### src/rtl/instr_fetch_unit.sv
// instr_fetch_unit: fetch stage between the PC register and decode.
// Issues one instruction-memory read per PC value (one request outstanding),
// registers the returned instruction with its PC, and drives pc_stall so the
// PC register only advances on the edge that delivers an instruction.
// Handles memory wait, decode back-pressure (one-entry hold buffer) and flush.
//
// Ports:
//   CLK, RST            clock, asynchronous active-low reset
//   pc, flush           current PC / redirect (target on pc next cycle)
//   imem_req_*          request handshake (valid/ready, addr)
//   imem_rsp_*          single-cycle response pulse and data
//   if_valid/instr/pc   registered instruction for decode
//   dec_ready           decode consumes if_* this cycle
//   pc_stall            combinational hold to the PC register (1 = hold)
//
// Optional build macro IFU_PERF_CNT_EN adds perf_stall_cycles and
// perf_fetch_count outputs (WIDTH wide, wrapping).

module instr_fetch_unit #(
  parameter int unsigned WIDTH   = 32,
  parameter int unsigned INSTR_W = 32
) (
  input  logic               CLK,
  input  logic               RST,
  input  logic [WIDTH-1:0]   pc,
  input  logic               flush,
  output logic               imem_req_valid,
  input  logic               imem_req_ready,
  output logic [WIDTH-1:0]   imem_addr,
  input  logic               imem_rsp_valid,
  input  logic [INSTR_W-1:0] imem_rsp_data,
  output logic               if_valid,
  output logic [INSTR_W-1:0] if_instr,
  output logic [WIDTH-1:0]   if_pc,
  input  logic               dec_ready,
`ifdef IFU_PERF_CNT_EN
  output logic [WIDTH-1:0]   perf_stall_cycles,
  output logic [WIDTH-1:0]   perf_fetch_count,
`endif
  output logic               pc_stall
);

  typedef enum logic [2:0] {
    ST_IDLE  = 3'd0,
    ST_REQ   = 3'd1,
    ST_WAIT  = 3'd2,
    ST_HOLD  = 3'd3,
    ST_DRAIN = 3'd4
  } state_t;

  state_t             state_q, state_d;
  logic [WIDTH-1:0]   req_pc;
  logic [INSTR_W-1:0] hold_buf;

  logic can_load;
  logic latch_req;
  logic store_hold;
  logic load_rsp;
  logic load_hold;
  logic load;

  // if_* may be overwritten when empty or being consumed this cycle
  assign can_load = !if_valid || dec_ready;
  assign load     = load_rsp || load_hold;

  // State register
  always_ff @(posedge CLK or negedge RST) begin
    if (!RST) state_q <= ST_IDLE;
    else      state_q <= state_d;
  end

  // Next state, handshake outputs and datapath enables; flush wins over all
  always_comb begin
    state_d        = state_q;
    imem_req_valid = 1'b0;
    imem_addr      = '0;
    latch_req      = 1'b0;
    store_hold     = 1'b0;
    load_rsp       = 1'b0;
    load_hold      = 1'b0;
    case (state_q)
      ST_IDLE: state_d = ST_REQ;
      ST_REQ: begin
        imem_req_valid = 1'b1;
        imem_addr      = pc;
        if (flush) begin
          // an accepted request still has a response in flight to discard
          state_d = imem_req_ready ? ST_DRAIN : ST_REQ;
        end else if (imem_req_ready) begin
          latch_req = 1'b1;
          state_d   = ST_WAIT;
        end
      end
      ST_WAIT: begin
        if (flush) begin
          state_d = imem_rsp_valid ? ST_REQ : ST_DRAIN;
        end else if (imem_rsp_valid) begin
          if (can_load) begin
            load_rsp = 1'b1;
            state_d  = ST_REQ;
          end else begin
            store_hold = 1'b1;
            state_d    = ST_HOLD;
          end
        end
      end
      ST_HOLD: begin
        if (flush) begin
          state_d = ST_REQ;
        end else if (dec_ready) begin
          load_hold = 1'b1;
          state_d   = ST_REQ;
        end
      end
      ST_DRAIN: begin
        if (imem_rsp_valid) state_d = ST_REQ;
      end
      default: state_d = ST_IDLE;
    endcase
  end

  // PC advances only on a delivering edge or a redirect; held during reset
  assign pc_stall = RST ? !(flush || load) : 1'b1;

  // Request PC, hold buffer and decode-facing instruction register
  always_ff @(posedge CLK or negedge RST) begin
    if (!RST) begin
      req_pc   <= '0;
      hold_buf <= '0;
      if_valid <= 1'b0;
      if_instr <= '0;
      if_pc    <= '0;
    end else begin
      if (latch_req) req_pc <= pc;

      if (flush)           hold_buf <= '0;
      else if (store_hold) hold_buf <= imem_rsp_data;

      if (flush) begin
        if_valid <= 1'b0;
      end else if (load) begin
        if_valid <= 1'b1;
        if_instr <= load_rsp ? imem_rsp_data : hold_buf;
        if_pc    <= req_pc;
      end else if (dec_ready) begin
        if_valid <= 1'b0;
      end
    end
  end

`ifdef IFU_PERF_CNT_EN
  // Stall-cycle and delivered-instruction counters, wrapping
  always_ff @(posedge CLK or negedge RST) begin
    if (!RST) begin
      perf_stall_cycles <= '0;
      perf_fetch_count  <= '0;
    end else begin
      if (pc_stall) perf_stall_cycles <= perf_stall_cycles + WIDTH'(1);
      if (load)     perf_fetch_count  <= perf_fetch_count + WIDTH'(1);
    end
  end
`endif

endmodule

### config.mk
export PLATFORM = sky130hd
export DESIGN_NAME = instr_fetch_unit
export DESIGN_NICKNAME = d
export VERILOG_FILES = /design/src/rtl/instr_fetch_unit.sv
export SDC_FILE = /design/constraint.sdc
export NUM_CORES = 1
export LEC_CHECK = 0
export CAP_MARGIN = 10
export CORE_MARGIN = 2
export CORE_UTILIZATION = 45
export DETAILED_ROUTE_END_ITERATION = 8
export PLACE_DENSITY = 0.76
export REMOVE_ABC_BUFFERS = 1
export SYNTH_ARGS = -nofsm -noshare
export SYNTH_HDL_FRONTEND = slang
export SYNTH_SLANG_ARGS = --single-unit
### constraint.sdc
create_clock -name CLK -period 2.4 [get_ports CLK]
set_input_delay 0.36 -clock CLK [delete_from_list [all_inputs] [get_ports CLK]]
set_output_delay 0.36 -clock CLK [all_outputs]
set_load 0.1 [all_outputs]
==> impl_metrics.csv, run 1 <==
group,metric,value,unit
detailed_routing,vias,4405,
clock_network,cts_sinks,132,
yosys,ys_ff_latch,132,
clock_network,htreeDepth,4,
detailed_routing,firstDrtPassIters,4,
detailed_routing,drt_iter0_markers,218,
worst_setup_path,reg2reg_from,"state_q[2]",
yosys,yosys.area_share.adder,0.169,%
yosys,yosysWarnings,0,
detailed_routing,wl_per_cell,16.1,um
detailed_routing,drc,0,
yosys,ys_types,34,
sta,setup_viol,0,
cells_and_area,multi_input_area,2280,sq um
sta,drv_slew,0,
yosys,postSynthCellCount,522,
yosys,ys_seq_area_share,55.8,%
die,die_h,119,um
sta,worstMarginPinSlew,685,ps
die,coreArea,12700,sq um
place,hpwlAfterDp,9.76,mm
global_routing,first_global_vias,4538,
global_routing,use_met3,6.18,%
global_routing,grtUsageMet1,27.4,%
yosys,synth.cells.most_frequent,"dfrtp_1 (132), nand2_1 (69), mux2_2 (59), inv_1 (34), nor2_1 (34)",
worst_setup_path,crit_type,"in -> out",
global_routing,grt.busiest_layer,"met2",
sta,final_hold_viol_count,0,
yosys,synth_area,5910,sq um
die,dieArea,14100,sq um
global_routing,grtUsageMet2,33.5,%
clock_network,cts_root_buffer,"clkbuf_16",
clock_network,cts_setup_buffers,0,
cells_and_area,syn2layout_area_growth,44.7,%
global_routing,grt_max_degree,133,
yosys,synth_edf_count,0,
global_routing,antenna_found_initial,0,
yosys,yosys-top-cells-area,"dfrtp_1 (56%), mux2_2 (11%), nand3_2 (4.7%)",
global_routing,grt_pass1_wl,23.3,mm
cells_and_area,n_antenna_cell,0,
sta,fin_tns_setup,0,ps
cells_and_area,fillers,992,
cells_and_area,drive_above_1_share,39.0,%
die,die_w,119,um
global_routing,overflow,0,
worst_setup_path,crit_fanout,5,
yosys,synth.most_common_cell,"dfrtp_1",
cells_and_area,seq_area,3310,sq um
clock_network,cts_tree,"done",
yosys,synth_top_family_by_area,"simple AND/OR/NAND/NOR gates",
yosys,netlist.area_leader.share,55.8,%
cells_and_area,nets,757,
sta,skew,7.86,ps
die,initial_core_util,46.5,%
clock_network,clk_pin_slew,60,ps
sta,fin_crit_sh,94.1,%
yosys,synthMuxAreaShare,12.4,%
sta,fmax,443,MHz
detailed_routing,wl,14.0,mm
sta,slew_headroom,54.3,%
yosys,synth-xor-area-share,0,%
die,ios,169,
die,row_count,41,
clock_network,clock_latency,400,ps
yosys,yosysTopAreaCell,"dfrtp_1",
yosys,ys.flop_type,"dfrtp_1",
clock_network,cts_buffer_depth,2,
clock_network,hold_buffers,0,
clock_network,numCtsBuffers,17,
place,port-buffer-count,168,
worst_setup_path,cp.arrival,1900,ps
detailed_routing,routed_via_density,5.05,
flow_run,maxCapViolCount,0,
worst_hold_path,hold_path.class,"in -> async",
yosys,ys_async_sr_fraction,100,%
detailed_routing,ant_nets,0,
outcome,outcome,"completed",
yosys,avgSynthCellArea,11.3,sq um
place,gp_congestion,0.885,
sta,fin_crit,2260,ps
worst_setup_path,worstSetupStartpoint,"flush",
yosys,synthSimpleGateAreaFrac,16.4,%
worst_setup_path,worst_setup_path_start_kind,"input pin",
yosys,synth_compound_area_share,9.22,%
worst_setup_path,cp.required,2040,ps
global_routing,grtUsageTotal,20.7,%
worst_setup_path,end_kind,"output pin",
sta,rsz0062_at_grt,"no",
==> area by class of cell <==
cell class | count | area share [%]
well taps | 172 | 2.51
repair buffers | 182 | 23.8
flip-flops and latches | 132 | 38.6
clock buffers | 19 | 5.29
clock inverters | 13 | 1.55
multi-input cells | 319 | 26.7
inverters | 35 | 1.53
==> flip-flops by register name, summed over array words and instances, names as in the netlist <==
register  count
hold_buf     32
if_valid      1
if_instr     32
req_pc       32
state_q       3
if_pc        32
==> metrics by stage <==
step	utilization, %	setup slack [ps]	hold slack [ps]	std cells	area [sq um]
CTS	67.2	40.0	159	872	8550
global placement	62.6	160	461	840	7960
detailed placement	62.6	98.6	474	840	7960
global route	67.3	15.2	171	872	8560
finish	67.3	141	105	872	8560
floorplan	-	-3690	64.4	486	5690
==> cells in the final DEF (no fill, tap or decap), types with 3 or more instances in the layout <==
cell type          n
dfrtp_1          129
buf_4             74
nand2_1           69
clkdlybuf4s50_1   68
mux2_2            59
buf_12            40
inv_1             34
nor2_1            34
and2_1            32
o21ai_2           32
a31oi_1           32
nand3_2           29
clkbuf_16         17
mux2_1             5
clkinv_2           5
nand3_1            4
a21oi_1            4
clkinvlp_4         4
o21ai_0            3
dfrtp_2            3
==> routing by layer <==
| metal | wire length [um] | up-vias |
|---|---|---|
| li1 | - | 2078 |
| met1 | 6200 | 2130 |
| met2 | 6630 | 178 |
| met3 | 1010 | 19 |
| met4 | 178 | 0 |
| met5 | 0 | - |
==> timing repair <==
action,4_1_cts,5_1_grt
hold endpoints to repair,0,0
gates resized for setup,0,4
setup endpoints to repair,0,9
==> worst max-delay path: stages <==
cell,delay (ps)
clkdlybuf4s50_1,530
nor4b_4,380
nand3_2,120
nand2_1,140
o21ai_0,150
buf_12,210
==> cells by family (layout without fill, tap and decap cells) <==
kind of cell / count (synthesis) / after routing
AO/OA/AOI/OAI: 75 / 75
adder cells (fa/ha/maj): 1 / 1
buffers and inverters: 71 / 249
flip-flops: 132 / 132
multiplexers: 65 / 65
AND/OR/NAND/NOR: 178 / 178
==> final timing paths <==
check,end,slack (ps),cells past startpoint
worst max-delay path,pc_stall,140,6
worst min-delay path,if_instr[21],100,2
worst max register to register,hold_buf[4],580,5
worst min register to register,req_pc[21],480,1
max in group asynchronous,state_q[0],1780,2
min in group CLK,req_pc[21],480,1
Power of run 1 is left out: the tool's default activity adds up to more than one toggle a clock period on the data nets, which glitch-free logic cannot reach.
==> run 2, diff against run 1 <==
--- a/config.mk
+++ b/config.mk
@@ -5,6 +5,7 @@
 export SDC_FILE = /design/constraint.sdc
 export NUM_CORES = 1
 export LEC_CHECK = 0
+export ABC_AREA = 0
 export CAP_MARGIN = 10
 export CORE_MARGIN = 2
 export CORE_UTILIZATION = 45
==> results of run 2 <==
Same layout as run 1: the final DEF is identical, and so are final timing and power.
Power of run 2 is left out for the same reason.
